<file path="src/rtl/id_scoreboard_if.sv">
// Decode-side bundle between the decoder/pipeline and id_scoreboard.
// The master modport is the surrounding pipeline; the slave modport is the scoreboard.
interface id_scoreboard_if #(
  parameter int unsigned DATA_W = 32,
  parameter int unsigned ADDR_W = 5
) ();

  // Instruction in ID
  logic              id_valid_i;
  logic              src1_re_i;
  logic              src2_re_i;
  logic [ADDR_W-1:0] src1_addr_i;
  logic [ADDR_W-1:0] src2_addr_i;
  logic [DATA_W-1:0] rf1_data_i;
  logic [DATA_W-1:0] rf2_data_i;
  logic [DATA_W-1:0] imm_i;
  logic              dst_we_i;
  logic [ADDR_W-1:0] dst_addr_i;

  // Forwarding and retirement sources
  logic              ex_we_i;
  logic [ADDR_W-1:0] ex_addr_i;
  logic [DATA_W-1:0] ex_data_i;
  logic              mem_we_i;
  logic [ADDR_W-1:0] mem_addr_i;
  logic [DATA_W-1:0] mem_data_i;
  logic              wb_we_i;
  logic [ADDR_W-1:0] wb_addr_i;
  logic [DATA_W-1:0] wb_data_i;

  // Pipeline control
  logic              ex_stall_i;
  logic              flush_i;

  // Results
  logic              stall_o;
  logic              issue_o;
  logic              ex_valid_o;
  logic [DATA_W-1:0] op1_o;
  logic [DATA_W-1:0] op2_o;
  logic [ADDR_W-1:0] wd_o;
  logic              wreg_o;

  modport master (
    output id_valid_i, src1_re_i, src2_re_i, src1_addr_i, src2_addr_i,
    output rf1_data_i, rf2_data_i, imm_i, dst_we_i, dst_addr_i,
    output ex_we_i, ex_addr_i, ex_data_i,
    output mem_we_i, mem_addr_i, mem_data_i,
    output wb_we_i, wb_addr_i, wb_data_i,
    output ex_stall_i, flush_i,
    input  stall_o, issue_o, ex_valid_o, op1_o, op2_o, wd_o, wreg_o
  );

  modport slave (
    input  id_valid_i, src1_re_i, src2_re_i, src1_addr_i, src2_addr_i,
    input  rf1_data_i, rf2_data_i, imm_i, dst_we_i, dst_addr_i,
    input  ex_we_i, ex_addr_i, ex_data_i,
    input  mem_we_i, mem_addr_i, mem_data_i,
    input  wb_we_i, wb_addr_i, wb_data_i,
    input  ex_stall_i, flush_i,
    output stall_o, issue_o, ex_valid_o, op1_o, op2_o, wd_o, wreg_o
  );

endinterface

</file>
<file path="src/rtl/id_scoreboard.sv">
// Decode-side operand resolver with per-register in-flight write scoreboard,
// EX/MEM/WB forwarding, ID stall generation and the ID/EX issue register.
module id_scoreboard #(
  parameter int unsigned DATA_W = 32,
  parameter int unsigned ADDR_W = 5,
  parameter int unsigned CNT_W  = 2
) (
  input logic           clk,
  input logic           rst,
  id_scoreboard_if.slave bus
);

  localparam int unsigned NREG  = 2 ** ADDR_W;
  localparam int unsigned SUM_W = CNT_W + 2;
  localparam logic [CNT_W-1:0] CNT_MAX = '1;

  logic [CNT_W-1:0]  cnt_q [NREG];
  logic [CNT_W-1:0]  cnt_d [NREG];

  logic              ex_valid_q;
  logic              wreg_q;
  logic [ADDR_W-1:0] wd_q;
  logic [DATA_W-1:0] op1_q;
  logic [DATA_W-1:0] op2_q;

  logic              ex_hit1, mem_hit1, wb_hit1;
  logic              ex_hit2, mem_hit2, wb_hit2;
  logic              haz1, haz2, haz_sat;
  logic              stall_c, issue_c;
  logic [DATA_W-1:0] op1_c, op2_c;

  // Forward hits per source; register 0 is never forwarded
  always_comb begin
    ex_hit1  = bus.ex_we_i  && (bus.ex_addr_i  == bus.src1_addr_i);
    mem_hit1 = bus.mem_we_i && (bus.mem_addr_i == bus.src1_addr_i);
    wb_hit1  = bus.wb_we_i  && (bus.wb_addr_i  == bus.src1_addr_i);
    ex_hit2  = bus.ex_we_i  && (bus.ex_addr_i  == bus.src2_addr_i);
    mem_hit2 = bus.mem_we_i && (bus.mem_addr_i == bus.src2_addr_i);
    wb_hit2  = bus.wb_we_i  && (bus.wb_addr_i  == bus.src2_addr_i);
  end

  // Operand 1 resolution: imm, zero register, then EX > MEM > WB > RF
  always_comb begin
    op1_c = bus.rf1_data_i;
    if (!bus.src1_re_i)                 op1_c = bus.imm_i;
    else if (bus.src1_addr_i == '0)     op1_c = '0;
    else if (ex_hit1)                   op1_c = bus.ex_data_i;
    else if (mem_hit1)                  op1_c = bus.mem_data_i;
    else if (wb_hit1)                   op1_c = bus.wb_data_i;
  end

  // Operand 2 resolution, reading its own register-file port
  always_comb begin
    op2_c = bus.rf2_data_i;
    if (!bus.src2_re_i)                 op2_c = bus.imm_i;
    else if (bus.src2_addr_i == '0)     op2_c = '0;
    else if (ex_hit2)                   op2_c = bus.ex_data_i;
    else if (mem_hit2)                  op2_c = bus.mem_data_i;
    else if (wb_hit2)                   op2_c = bus.wb_data_i;
  end

  // A pending source with no forward, or a saturated destination counter, stalls ID
  always_comb begin
    haz1    = bus.src1_re_i && (bus.src1_addr_i != '0) &&
              (cnt_q[bus.src1_addr_i] != '0) && !(ex_hit1 || mem_hit1 || wb_hit1);
    haz2    = bus.src2_re_i && (bus.src2_addr_i != '0) &&
              (cnt_q[bus.src2_addr_i] != '0) && !(ex_hit2 || mem_hit2 || wb_hit2);
    haz_sat = bus.dst_we_i && (bus.dst_addr_i != '0) &&
              (cnt_q[bus.dst_addr_i] == CNT_MAX);
    stall_c = bus.id_valid_i && (haz1 || haz2 || haz_sat) && !bus.flush_i;
    issue_c = bus.id_valid_i && !stall_c && !bus.ex_stall_i && !bus.flush_i;
  end

  // Scoreboard next state: issue increments, WB and flushed-writer decrement, floor at 0
  always_comb begin
    logic             inc;
    logic             dec_wb;
    logic             dec_fl;
    logic [SUM_W-1:0] up;
    logic [SUM_W-1:0] dn;
    for (int unsigned r = 0; r < NREG; r++) begin
      inc    = issue_c && bus.dst_we_i && (bus.dst_addr_i == ADDR_W'(r));
      dec_wb = bus.wb_we_i && (bus.wb_addr_i == ADDR_W'(r));
      dec_fl = bus.flush_i && ex_valid_q && wreg_q && (wd_q == ADDR_W'(r));
      up     = SUM_W'(cnt_q[r]) + SUM_W'(inc);
      dn     = SUM_W'(dec_wb) + SUM_W'(dec_fl);
      if (r == 0 || up <= dn)
        cnt_d[r] = '0;
      else if ((up - dn) > SUM_W'(CNT_MAX))
        cnt_d[r] = CNT_MAX;
      else
        cnt_d[r] = CNT_W'(up - dn);
    end
  end

  always_ff @(posedge clk or negedge rst) begin
    if (!rst) begin
      for (int unsigned r = 0; r < NREG; r++) cnt_q[r] <= '0;
    end else begin
      cnt_q <= cnt_d;
    end
  end

  // ID/EX register: flush > hold > issue > bubble; operands only change on issue
  always_ff @(posedge clk or negedge rst) begin
    if (!rst) begin
      ex_valid_q <= 1'b0;
      wreg_q     <= 1'b0;
      wd_q       <= '0;
      op1_q      <= '0;
      op2_q      <= '0;
    end else if (bus.flush_i) begin
      ex_valid_q <= 1'b0;
      wreg_q     <= 1'b0;
    end else if (bus.ex_stall_i) begin
      ex_valid_q <= ex_valid_q;
    end else if (issue_c) begin
      ex_valid_q <= 1'b1;
      wreg_q     <= bus.dst_we_i;
      wd_q       <= bus.dst_addr_i;
      op1_q      <= op1_c;
      op2_q      <= op2_c;
    end else begin
      ex_valid_q <= 1'b0;
      wreg_q     <= 1'b0;
    end
  end

  assign bus.stall_o    = stall_c;
  assign bus.issue_o    = issue_c;
  assign bus.ex_valid_o = ex_valid_q;
  assign bus.wreg_o     = wreg_q;
  assign bus.wd_o       = wd_q;
  assign bus.op1_o      = op1_q;
  assign bus.op2_o      = op2_q;

endmodule

</file>
<file path="src/flat_wrapper.sv">
// flat-port wrapper written by rule: the top's interface ports become plain ports
module id_scoreboard_flat 
#(
  parameter int unsigned DATA_W = 32,
  parameter int unsigned ADDR_W = 5,
  parameter int unsigned CNT_W  = 2
)
  (clk, rst, bus_id_valid_i, bus_src1_re_i, bus_src2_re_i, bus_src1_addr_i, bus_src2_addr_i, bus_rf1_data_i, bus_rf2_data_i, bus_imm_i, bus_dst_we_i, bus_dst_addr_i, bus_ex_we_i, bus_ex_addr_i, bus_ex_data_i, bus_mem_we_i, bus_mem_addr_i, bus_mem_data_i, bus_wb_we_i, bus_wb_addr_i, bus_wb_data_i, bus_ex_stall_i, bus_flush_i, bus_stall_o, bus_issue_o, bus_ex_valid_o, bus_op1_o, bus_op2_o, bus_wd_o, bus_wreg_o);
  id_scoreboard_if #(.DATA_W(DATA_W), .ADDR_W(ADDR_W)) bus_i ();
  input logic clk;
  input logic rst;
  input wire logic [$bits(bus_i.id_valid_i)-1:0] bus_id_valid_i;
  input wire logic [$bits(bus_i.src1_re_i)-1:0] bus_src1_re_i;
  input wire logic [$bits(bus_i.src2_re_i)-1:0] bus_src2_re_i;
  input wire logic [$bits(bus_i.src1_addr_i)-1:0] bus_src1_addr_i;
  input wire logic [$bits(bus_i.src2_addr_i)-1:0] bus_src2_addr_i;
  input wire logic [$bits(bus_i.rf1_data_i)-1:0] bus_rf1_data_i;
  input wire logic [$bits(bus_i.rf2_data_i)-1:0] bus_rf2_data_i;
  input wire logic [$bits(bus_i.imm_i)-1:0] bus_imm_i;
  input wire logic [$bits(bus_i.dst_we_i)-1:0] bus_dst_we_i;
  input wire logic [$bits(bus_i.dst_addr_i)-1:0] bus_dst_addr_i;
  input wire logic [$bits(bus_i.ex_we_i)-1:0] bus_ex_we_i;
  input wire logic [$bits(bus_i.ex_addr_i)-1:0] bus_ex_addr_i;
  input wire logic [$bits(bus_i.ex_data_i)-1:0] bus_ex_data_i;
  input wire logic [$bits(bus_i.mem_we_i)-1:0] bus_mem_we_i;
  input wire logic [$bits(bus_i.mem_addr_i)-1:0] bus_mem_addr_i;
  input wire logic [$bits(bus_i.mem_data_i)-1:0] bus_mem_data_i;
  input wire logic [$bits(bus_i.wb_we_i)-1:0] bus_wb_we_i;
  input wire logic [$bits(bus_i.wb_addr_i)-1:0] bus_wb_addr_i;
  input wire logic [$bits(bus_i.wb_data_i)-1:0] bus_wb_data_i;
  input wire logic [$bits(bus_i.ex_stall_i)-1:0] bus_ex_stall_i;
  input wire logic [$bits(bus_i.flush_i)-1:0] bus_flush_i;
  output wire logic [$bits(bus_i.stall_o)-1:0] bus_stall_o;
  output wire logic [$bits(bus_i.issue_o)-1:0] bus_issue_o;
  output wire logic [$bits(bus_i.ex_valid_o)-1:0] bus_ex_valid_o;
  output wire logic [$bits(bus_i.op1_o)-1:0] bus_op1_o;
  output wire logic [$bits(bus_i.op2_o)-1:0] bus_op2_o;
  output wire logic [$bits(bus_i.wd_o)-1:0] bus_wd_o;
  output wire logic [$bits(bus_i.wreg_o)-1:0] bus_wreg_o;
  assign bus_i.id_valid_i = bus_id_valid_i;
  assign bus_i.src1_re_i = bus_src1_re_i;
  assign bus_i.src2_re_i = bus_src2_re_i;
  assign bus_i.src1_addr_i = bus_src1_addr_i;
  assign bus_i.src2_addr_i = bus_src2_addr_i;
  assign bus_i.rf1_data_i = bus_rf1_data_i;
  assign bus_i.rf2_data_i = bus_rf2_data_i;
  assign bus_i.imm_i = bus_imm_i;
  assign bus_i.dst_we_i = bus_dst_we_i;
  assign bus_i.dst_addr_i = bus_dst_addr_i;
  assign bus_i.ex_we_i = bus_ex_we_i;
  assign bus_i.ex_addr_i = bus_ex_addr_i;
  assign bus_i.ex_data_i = bus_ex_data_i;
  assign bus_i.mem_we_i = bus_mem_we_i;
  assign bus_i.mem_addr_i = bus_mem_addr_i;
  assign bus_i.mem_data_i = bus_mem_data_i;
  assign bus_i.wb_we_i = bus_wb_we_i;
  assign bus_i.wb_addr_i = bus_wb_addr_i;
  assign bus_i.wb_data_i = bus_wb_data_i;
  assign bus_i.ex_stall_i = bus_ex_stall_i;
  assign bus_i.flush_i = bus_flush_i;
  assign bus_stall_o = bus_i.stall_o;
  assign bus_issue_o = bus_i.issue_o;
  assign bus_ex_valid_o = bus_i.ex_valid_o;
  assign bus_op1_o = bus_i.op1_o;
  assign bus_op2_o = bus_i.op2_o;
  assign bus_wd_o = bus_i.wd_o;
  assign bus_wreg_o = bus_i.wreg_o;
  id_scoreboard #(.DATA_W(DATA_W), .ADDR_W(ADDR_W), .CNT_W(CNT_W)) u_core (.clk(clk), .rst(rst), .bus(bus_i));
endmodule
</file>
<file path="config.mk">
export PLATFORM = sky130hd
export DESIGN_NAME = id_scoreboard_flat
export DESIGN_NICKNAME = d
export VERILOG_FILES = /design/src/rtl/id_scoreboard_if.sv /design/src/rtl/id_scoreboard.sv /design/src/flat_wrapper.sv
export SDC_FILE = /design/constraint.sdc
export NUM_CORES = 1
export LEC_CHECK = 0
export BUFFER_PORTS_ARGS = -buffer_cell sky130_fd_sc_hd__buf_2
export CAP_MARGIN = 10
export CORE_ASPECT_RATIO = 0.6
export CORE_MARGIN = 10
export CORE_UTILIZATION = 48
export CTS_CLUSTER_SIZE = 14
export DETAILED_ROUTE_END_ITERATION = 8
export PLACE_DENSITY = 0.8
export SLEW_MARGIN = 20
export SYNTH_ARGS = -nofsm -noshare
export SYNTH_HDL_FRONTEND = slang
export SYNTH_SLANG_ARGS = --single-unit
</file>
<file path="constraint.sdc">
create_clock -name clk -period 9.9 [get_ports clk]
set_input_delay 0.99 -clock clk [delete_from_list [all_inputs] [get_ports clk]]
set_output_delay 0.99 -clock clk [all_outputs]
set_load 0.05 [all_outputs]
</file>
=== Word level (Yosys, flattened, before mapping) ===
Cells that the tools add are included.

* Register bits after elaboration: 133
* Logic and storage cells: 521
* Output and inout bits: 73
* Input bits: 233

* Equal/unequal tests: 101
* Bitwise logic cells: 5
* Reductions and logical operators: 134
* Add/sub/neg operators: 93
* Order comparisons: 65
* Mux-type cells: 87

{| class="wikitable"
|+ Operator list
! operator !! count
|-
| 32-bit 2-to-1 mux || 10
|-
| 5-bit equality test (second input constant) || 48
|-
| 2-bit 2-to-1 mux || 68
|-
| 4-bit by 2-bit > comparator with 1-bit output (second input constant) || 31
|-
| 4-bit <= comparator || 31
|-
| 4-bit subtractor || 31
|-
| 5-bit by 4-bit equality test with 1-bit output (second input constant) || 24
|-
| 1-bit logical AND || 115
|-
| 2-bit by 1-bit adder with 3-bit output || 31
|-
| 1-bit by 1-bit adder with 2-bit output || 31
|-
| 5-bit by 3-bit equality test with 1-bit output (second input constant) || 12
|-
| 2-bit binary-select mux with 5-bit select || 3
|-
| 5-bit by 2-bit equality test with 1-bit output (second input constant) || 6
|-
| 5-bit equality test || 6
|-
| 6-bit >= comparator (second input constant) || 3
|-
| 5-bit inverter with 6-bit output || 3
|-
| 5-bit by 1-bit equality test with 1-bit output (second input constant) || 3
|-
| 5-bit nonzero test || 3
|-
| 5-bit zero test || 2
|-
| 1-bit logical OR || 6
|-
| 1-bit 2-to-1 mux || 6
|-
| 1-bit zero test || 5
|-
| 2-bit nonzero test || 2
|-
| 3-bit AND reduction || 1
|-
| other kinds (3) || 4
|}

=== Logic depth before layout (Yosys ltp) ===
* Word-level depth: 22
* Gate-level depth with buffers: 20
* Mapped depth without buffers: 15

=== Worst setup path before layout ===
No wires, ideal clock.

* Path kind: input -> output
* From: in bus_src1_addr_i[1]
* To: out bus_stall_o
* Path buffers: 2
* Setup slack: 5.235 ns
* Arrival: 3.675 ns
* Data required time: 8.910 ns
* Stages on the path: 8
* Cell sequence: clkbuf_1 > buf_2 > mux4_2 > mux4_2 > nand2_1 > o211ai_1 > and3b_1 > nor3b_1

* Longest elaborated chain between the ends: 11

{| class="wikitable"
|+ Ends and longest elaborated chain
! item !! line !! RTL
|-
| from (decl) || flat_wrapper.sv:15 || <nowiki>input wire logic [$bits(bus_i.src1_addr_i)-1:0] bus_src1_addr_i;</nowiki>
|-
| 5-bit inverter with 6-bit output (implied by the code) || id_scoreboard.sv:65 || <nowiki>(cnt_q[bus.src1_addr_i] != '0) && !(ex_hit1 || mem_hit1 || wb_hit1);</nowiki>
|-
| 2-bit binary-select mux with 5-bit select || id_scoreboard.sv:65 ||
|-
| 2-bit 2-to-1 mux (implied by the code) (2 in series) || id_scoreboard.sv:65 ||
|-
| 2-bit nonzero test || id_scoreboard.sv:65 ||
|-
| 1-bit logical AND || id_scoreboard.sv:64 || <nowiki>haz1 = bus.src1_re_i && (bus.src1_addr_i != '0) &&</nowiki>
|-
| 1-bit logical AND (*) || id_scoreboard.sv:65 ||
|-
| 1-bit logical OR (*) (2 in series) || id_scoreboard.sv:70 || <nowiki>stall_c = bus.id_valid_i && (haz1 || haz2 || haz_sat) && !bus.flush_i;</nowiki>
|-
| 1-bit logical AND (*) (2 in series) || id_scoreboard.sv:70 ||
|-
| to (decl) || flat_wrapper.sv:33 || <nowiki>output wire logic [$bits(bus_i.stall_o)-1:0] bus_stall_o;</nowiki>
|}

Mark *: on every way between the ends. The rest lies on a longest branch, timed or not. The select of a mux whose other input is x is not followed.

=== Final worst setup path ===
* From: in bus_src2_re_i
* To: out bus_issue_o

* Longest elaborated chain between the ends: 11

{| class="wikitable"
|+ Ends and longest elaborated chain
! item !! line !! RTL
|-
| from (decl) || flat_wrapper.sv:14 || <nowiki>input wire logic [$bits(bus_i.src2_re_i)-1:0] bus_src2_re_i;</nowiki>
|-
| 1-bit logical AND (2 in series) || id_scoreboard.sv:66 || <nowiki>haz2 = bus.src2_re_i && (bus.src2_addr_i != '0) &&</nowiki>
|-
| 1-bit logical AND || id_scoreboard.sv:67 || <nowiki>(cnt_q[bus.src2_addr_i] != '0) && !(ex_hit2 || mem_hit2 || wb_hit2);</nowiki>
|-
| 1-bit logical OR (2 in series) || id_scoreboard.sv:70 ||
|-
| 1-bit logical AND (2 in series) || id_scoreboard.sv:70 ||
|-
| 1-bit zero test || id_scoreboard.sv:71 || <nowiki>issue_c = bus.id_valid_i && !stall_c && !bus.ex_stall_i && !bus.flush_i;</nowiki>
|-
| 1-bit logical AND (3 in series) || id_scoreboard.sv:71 ||
|-
| to (decl) || flat_wrapper.sv:34 || <nowiki>output wire logic [$bits(bus_i.issue_o)-1:0] bus_issue_o;</nowiki>
|}

No other way between the ends.

==> impl_metrics.env <==
export IMPL_status="finished clean"
export IMPL_worstMarginPinSlew_ns=1.13
export IMPL_grt_max_degree=91
export IMPL_wirelength_mm=52.9
export IMPL_grt_pass1_vias=14300
export IMPL_leakagePower_nw=7.69
export IMPL_cts_tree="yes"
export IMPL_finalSetupViolCount=0
export IMPL_io_pins=306
export IMPL_area_delta_synth_final_pct=16.6
export IMPL_num_rows=48
export IMPL_cpMaxStageDelayCell="buf_2"
export IMPL_yosysUniqueCellTypes=60
export IMPL_vias=14000
export IMPL_grt_overflow=0
export IMPL_portBuffers=305
export IMPL_h_tree_depth=4
export IMPL_max_cap_violations=0
export IMPL_cp_max_fo=38
export IMPL_critPathMaxStageDelay_ns=0.65
export IMPL_wire_per_inst_microns=24.0
export IMPL_via_per_inst=6.34
export IMPL_power_total_w=0.00361
export IMPL_crit_path_start_kind="input port"
export IMPL_finalHoldViolCount=0
export IMPL_worstPathRequired_ns=8.91
export IMPL_power_density_nw_per_um2=217
export IMPL_worstSetupEndpointType="output pin"
export IMPL_place_area_sq_um=16000
export IMPL_clock_sinks=133
export IMPL_fp_dieH_microns=154
export IMPL_drc=0
export IMPL_post_cts_buffers=0
export IMPL_grt_pass1_wl_mm=81.0
export IMPL_ctsResizeCount=0
export IMPL_firstDrtPassIters=8
export IMPL_crit_type="in -> out"
export IMPL_clk_insertion_delay_late_ns=0.46
export IMPL_clock_tree_root_cell="clkbuf_16"
export IMPL_grtUsageTotal=0.273
export IMPL_clk_path_buf_depth=2
export IMPL_antenna_found_initial=6
export IMPL_coreArea_sq_um=29100
export IMPL_ctsHoldBuffers=0
export IMPL_fill_cells=2549
export IMPL_finalInstanceArea_sq_um=16700
export IMPL_die_w_microns=243
export IMPL_syn_inst=1549
export IMPL_min_period_over_period=0.521
export IMPL_slew_headroom=0.248
export IMPL_synth_edf_count=0
export IMPL_cp_cell_sequence="buf_2, o41ai_4, buf_4, nand3b_1, buf_4, o41ai_2, nand4b_1, buf_4, clkinv_2, buf_2"
export IMPL_clkSlewWorstSetupHoldPaths_ns=0.06
export IMPL_yosys_register_bits=133
export IMPL_synth_fp_nets=1999
export IMPL_hp_class="reg -> reg"
export IMPL_rsz0062_at_grt="no"
export IMPL_final_max_slew_violation_count=0
export IMPL_antenna_left=0
export IMPL_vdd_drop_max_v=0.000144
export IMPL_layout_drive_gt1_share=0.263
export IMPL_tritoncts_num_buffers=17
export IMPL_fin_tns_setup_ns=0
export IMPL_avgSynthCellArea_sq_um=9.23
export IMPL_r2r_slack_ns=5.46
export IMPL_ys_seq_area_frac=0.233
export IMPL_fin_crit_ns=5.16
export IMPL_clock_fmax_mhz=194
export IMPL_path_common_cell="buf_4"
export IMPL_hpwl_mm=39.9
export IMPL_finClkSkew_ns=0.00880
export IMPL_synth_async_reset_ratio=1.00
export IMPL_dominantRegCellSynth="dfrtp_1"
export IMPL_finalNetCount=2238
export IMPL_synth_area_sq_um=14300
export IMPL_initial_utilization=0.492
export IMPL_cp_data_arrival_time_ns=4.17
export IMPL_drt_iter0_drc=1706
export IMPL_yosys_warnings=0
export IMPL_fin_util=0.574
export IMPL_routabilityCongestion=1.05
export IMPL_dieArea_sq_um=37300
==> cell families (layout without fill, tap and decap cells) <==
| logic type | count (synthesis) | after routing | synth area share |
|---|---|---|---|
| other | 0 | 6 | 0 |
| muxes | 147 | 147 | 0.141 |
| xor gates and xnor gates | 30 | 30 | 0.0184 |
| buffers and inverters | 291 | 543 | 0.0837 |
| AOI/OAI and AO/OA | 357 | 357 | 0.169 |
| DFF | 133 | 133 | 0.233 |
| and+or+nand+nor | 374 | 374 | 0.133 |
| adders and majority gates | 217 | 217 | 0.222 |
==> final cells by class <==
cell class	instances	area [sq um]	area share
clock inverters	15	229	0.0137
flip-flops and latches	133	3330	0.200
diodes	6	15.0	0.000901
clock buffers	17	425	0.0255
repair buffers	318	1630	0.0978
inverters	193	726	0.0435
well taps	400	500	0.0300
multi-input cells	1125	9820	0.589
==> through the flow <==
step | cells | hold WS, ns | setup slack (ns)
after CTS | 2201 | 0.504 | 4.85
after global placement | 2169 | 0.486 | 4.72
final | 2207 | 0.501 | 4.74
after global routing | 2207 | 0.518 | 4.65
after floorplan | 1549 | 0.694 | 5.23
after detailed placement | 2169 | 0.488 | 4.50
==> cells in the mapped netlist, types with 3 or more instances <==
cell / count / area share
a211oi_1: 4 / 0.0021
a21oi_1: 37 / 0.013
a22oi_1: 19 / 0.010
a2bb2oi_1: 32 / 0.020
a311o_1: 3 / 0.0021
a311oi_1: 31 / 0.019
and2_1: 3 / 0.0013
and3_1: 36 / 0.016
buf_1: 5 / 0.0013
buf_2: 24 / 0.0084
buf_6: 9 / 0.0071
clkbuf_1: 58 / 0.015
dfrtp_1: 133 / 0.23
fa_1: 62 / 0.087
ha_1: 155 / 0.14
inv_1: 190 / 0.050
mux2_2: 46 / 0.036
mux2_4: 40 / 0.042
mux2i_1: 38 / 0.027
mux4_2: 23 / 0.036
nand2_1: 69 / 0.018
nand2b_1: 6 / 0.0026
nand3_1: 50 / 0.017
nand4_1: 3 / 0.0013
nor2_1: 95 / 0.025
nor2b_1: 13 / 0.0057
nor3_1: 32 / 0.011
nor3b_1: 35 / 0.018
nor4_1: 14 / 0.0061
nor4b_1: 4 / 0.0024
o211ai_1: 3 / 0.0016
o21ai_0: 99 / 0.035
o21bai_1: 17 / 0.0089
o221ai_1: 18 / 0.011
o22ai_1: 49 / 0.021
o31ai_1: 31 / 0.016
or2_2: 3 / 0.0013
xnor2_1: 6 / 0.0037
xor2_1: 24 / 0.015
==> sequential cells by signal (all words and copies together) (netlist names) <==
register / flops
u_core.bus.op2_o: 32
u_core.bus.wd_o: 5
u_core.cnt_q: 62
u_core.bus.op1_o: 32
u_core.bus.wreg_o: 1
u_core.bus.ex_valid_o: 1
==> metal layers <==
metal | vias up | wire length (microns) | track usage
met1 | 6734 | 20700 | 0.348
met3 | 187 | 6370 | 0.0882
li1 | 6086 | - | -
met5 | - | 0 | 0
met4 | 0 | 2290 | 0.114
met2 | 975 | 23500 | 0.421
==> worst max-delay path, delay by kind of cell <==
| kind | cells | cell delay, ns |
|---|---|---|
| compound gates | 2 | 0.49 |
| simple gates | 2 | 0.37 |
| buf+inv | 6 | 2.29 |
==> worst paths after layout <==
check / startpoint / endpoint / cells after the start
max: bus_src2_re_i / bus_issue_o / 10
min: u_core.bus.op2_o[28] / u_core.bus.op2_o[28] / 1
max reg2reg: u_core.cnt_q[37] / u_core.cnt_q[36] / 16
min reg2reg: u_core.bus.op2_o[28] / u_core.bus.op2_o[28] / 1
max in group asynchronous: rst / u_core.cnt_q[28] / 2
min in group asynchronous: rst / u_core.cnt_q[6] / 1
==> cell usage in the layout, fill, tap and decap left out, types with 4 or more instances in the layout <==
cell type	count
bufinv_16	5
a2bb2oi_1	32
inv_1	190
nor3b_1	35
a311oi_1	31
dfrtp_1	133
o22ai_1	49
mux4_2	23
ha_1	155
clkbuf_16	17
nor2b_1	13
clkinv_4	6
mux2_4	40
mux2i_1	38
nor4b_1	4
o221ai_1	18
nand2b_1	6
a22oi_1	19
nand3_1	49
buf_2	304
o21bai_1	17
buf_4	13
diode_2	6
fa_1	62
nor3_1	32
xnor2_1	6
o21ai_0	99
nor4_1	14
nand2_1	69
mux2_2	46
xor2_1	24
o31ai_1	31
and3_1	34
a211oi_1	4
nor2_1	95
a21oi_1	36
==> power by group <==
part / total [W] / internal (W) / switching, W
clock network: 0.000728 / 0.000448 / 0.000279
logic: 0.00187 / 0.000680 / 0.00119
registers: 0.00102 / 0.000779 / 0.000238
total: 0.00361 / 0.00191 / 0.00170
No activity file was read; power rests on OpenSTA's default activity.
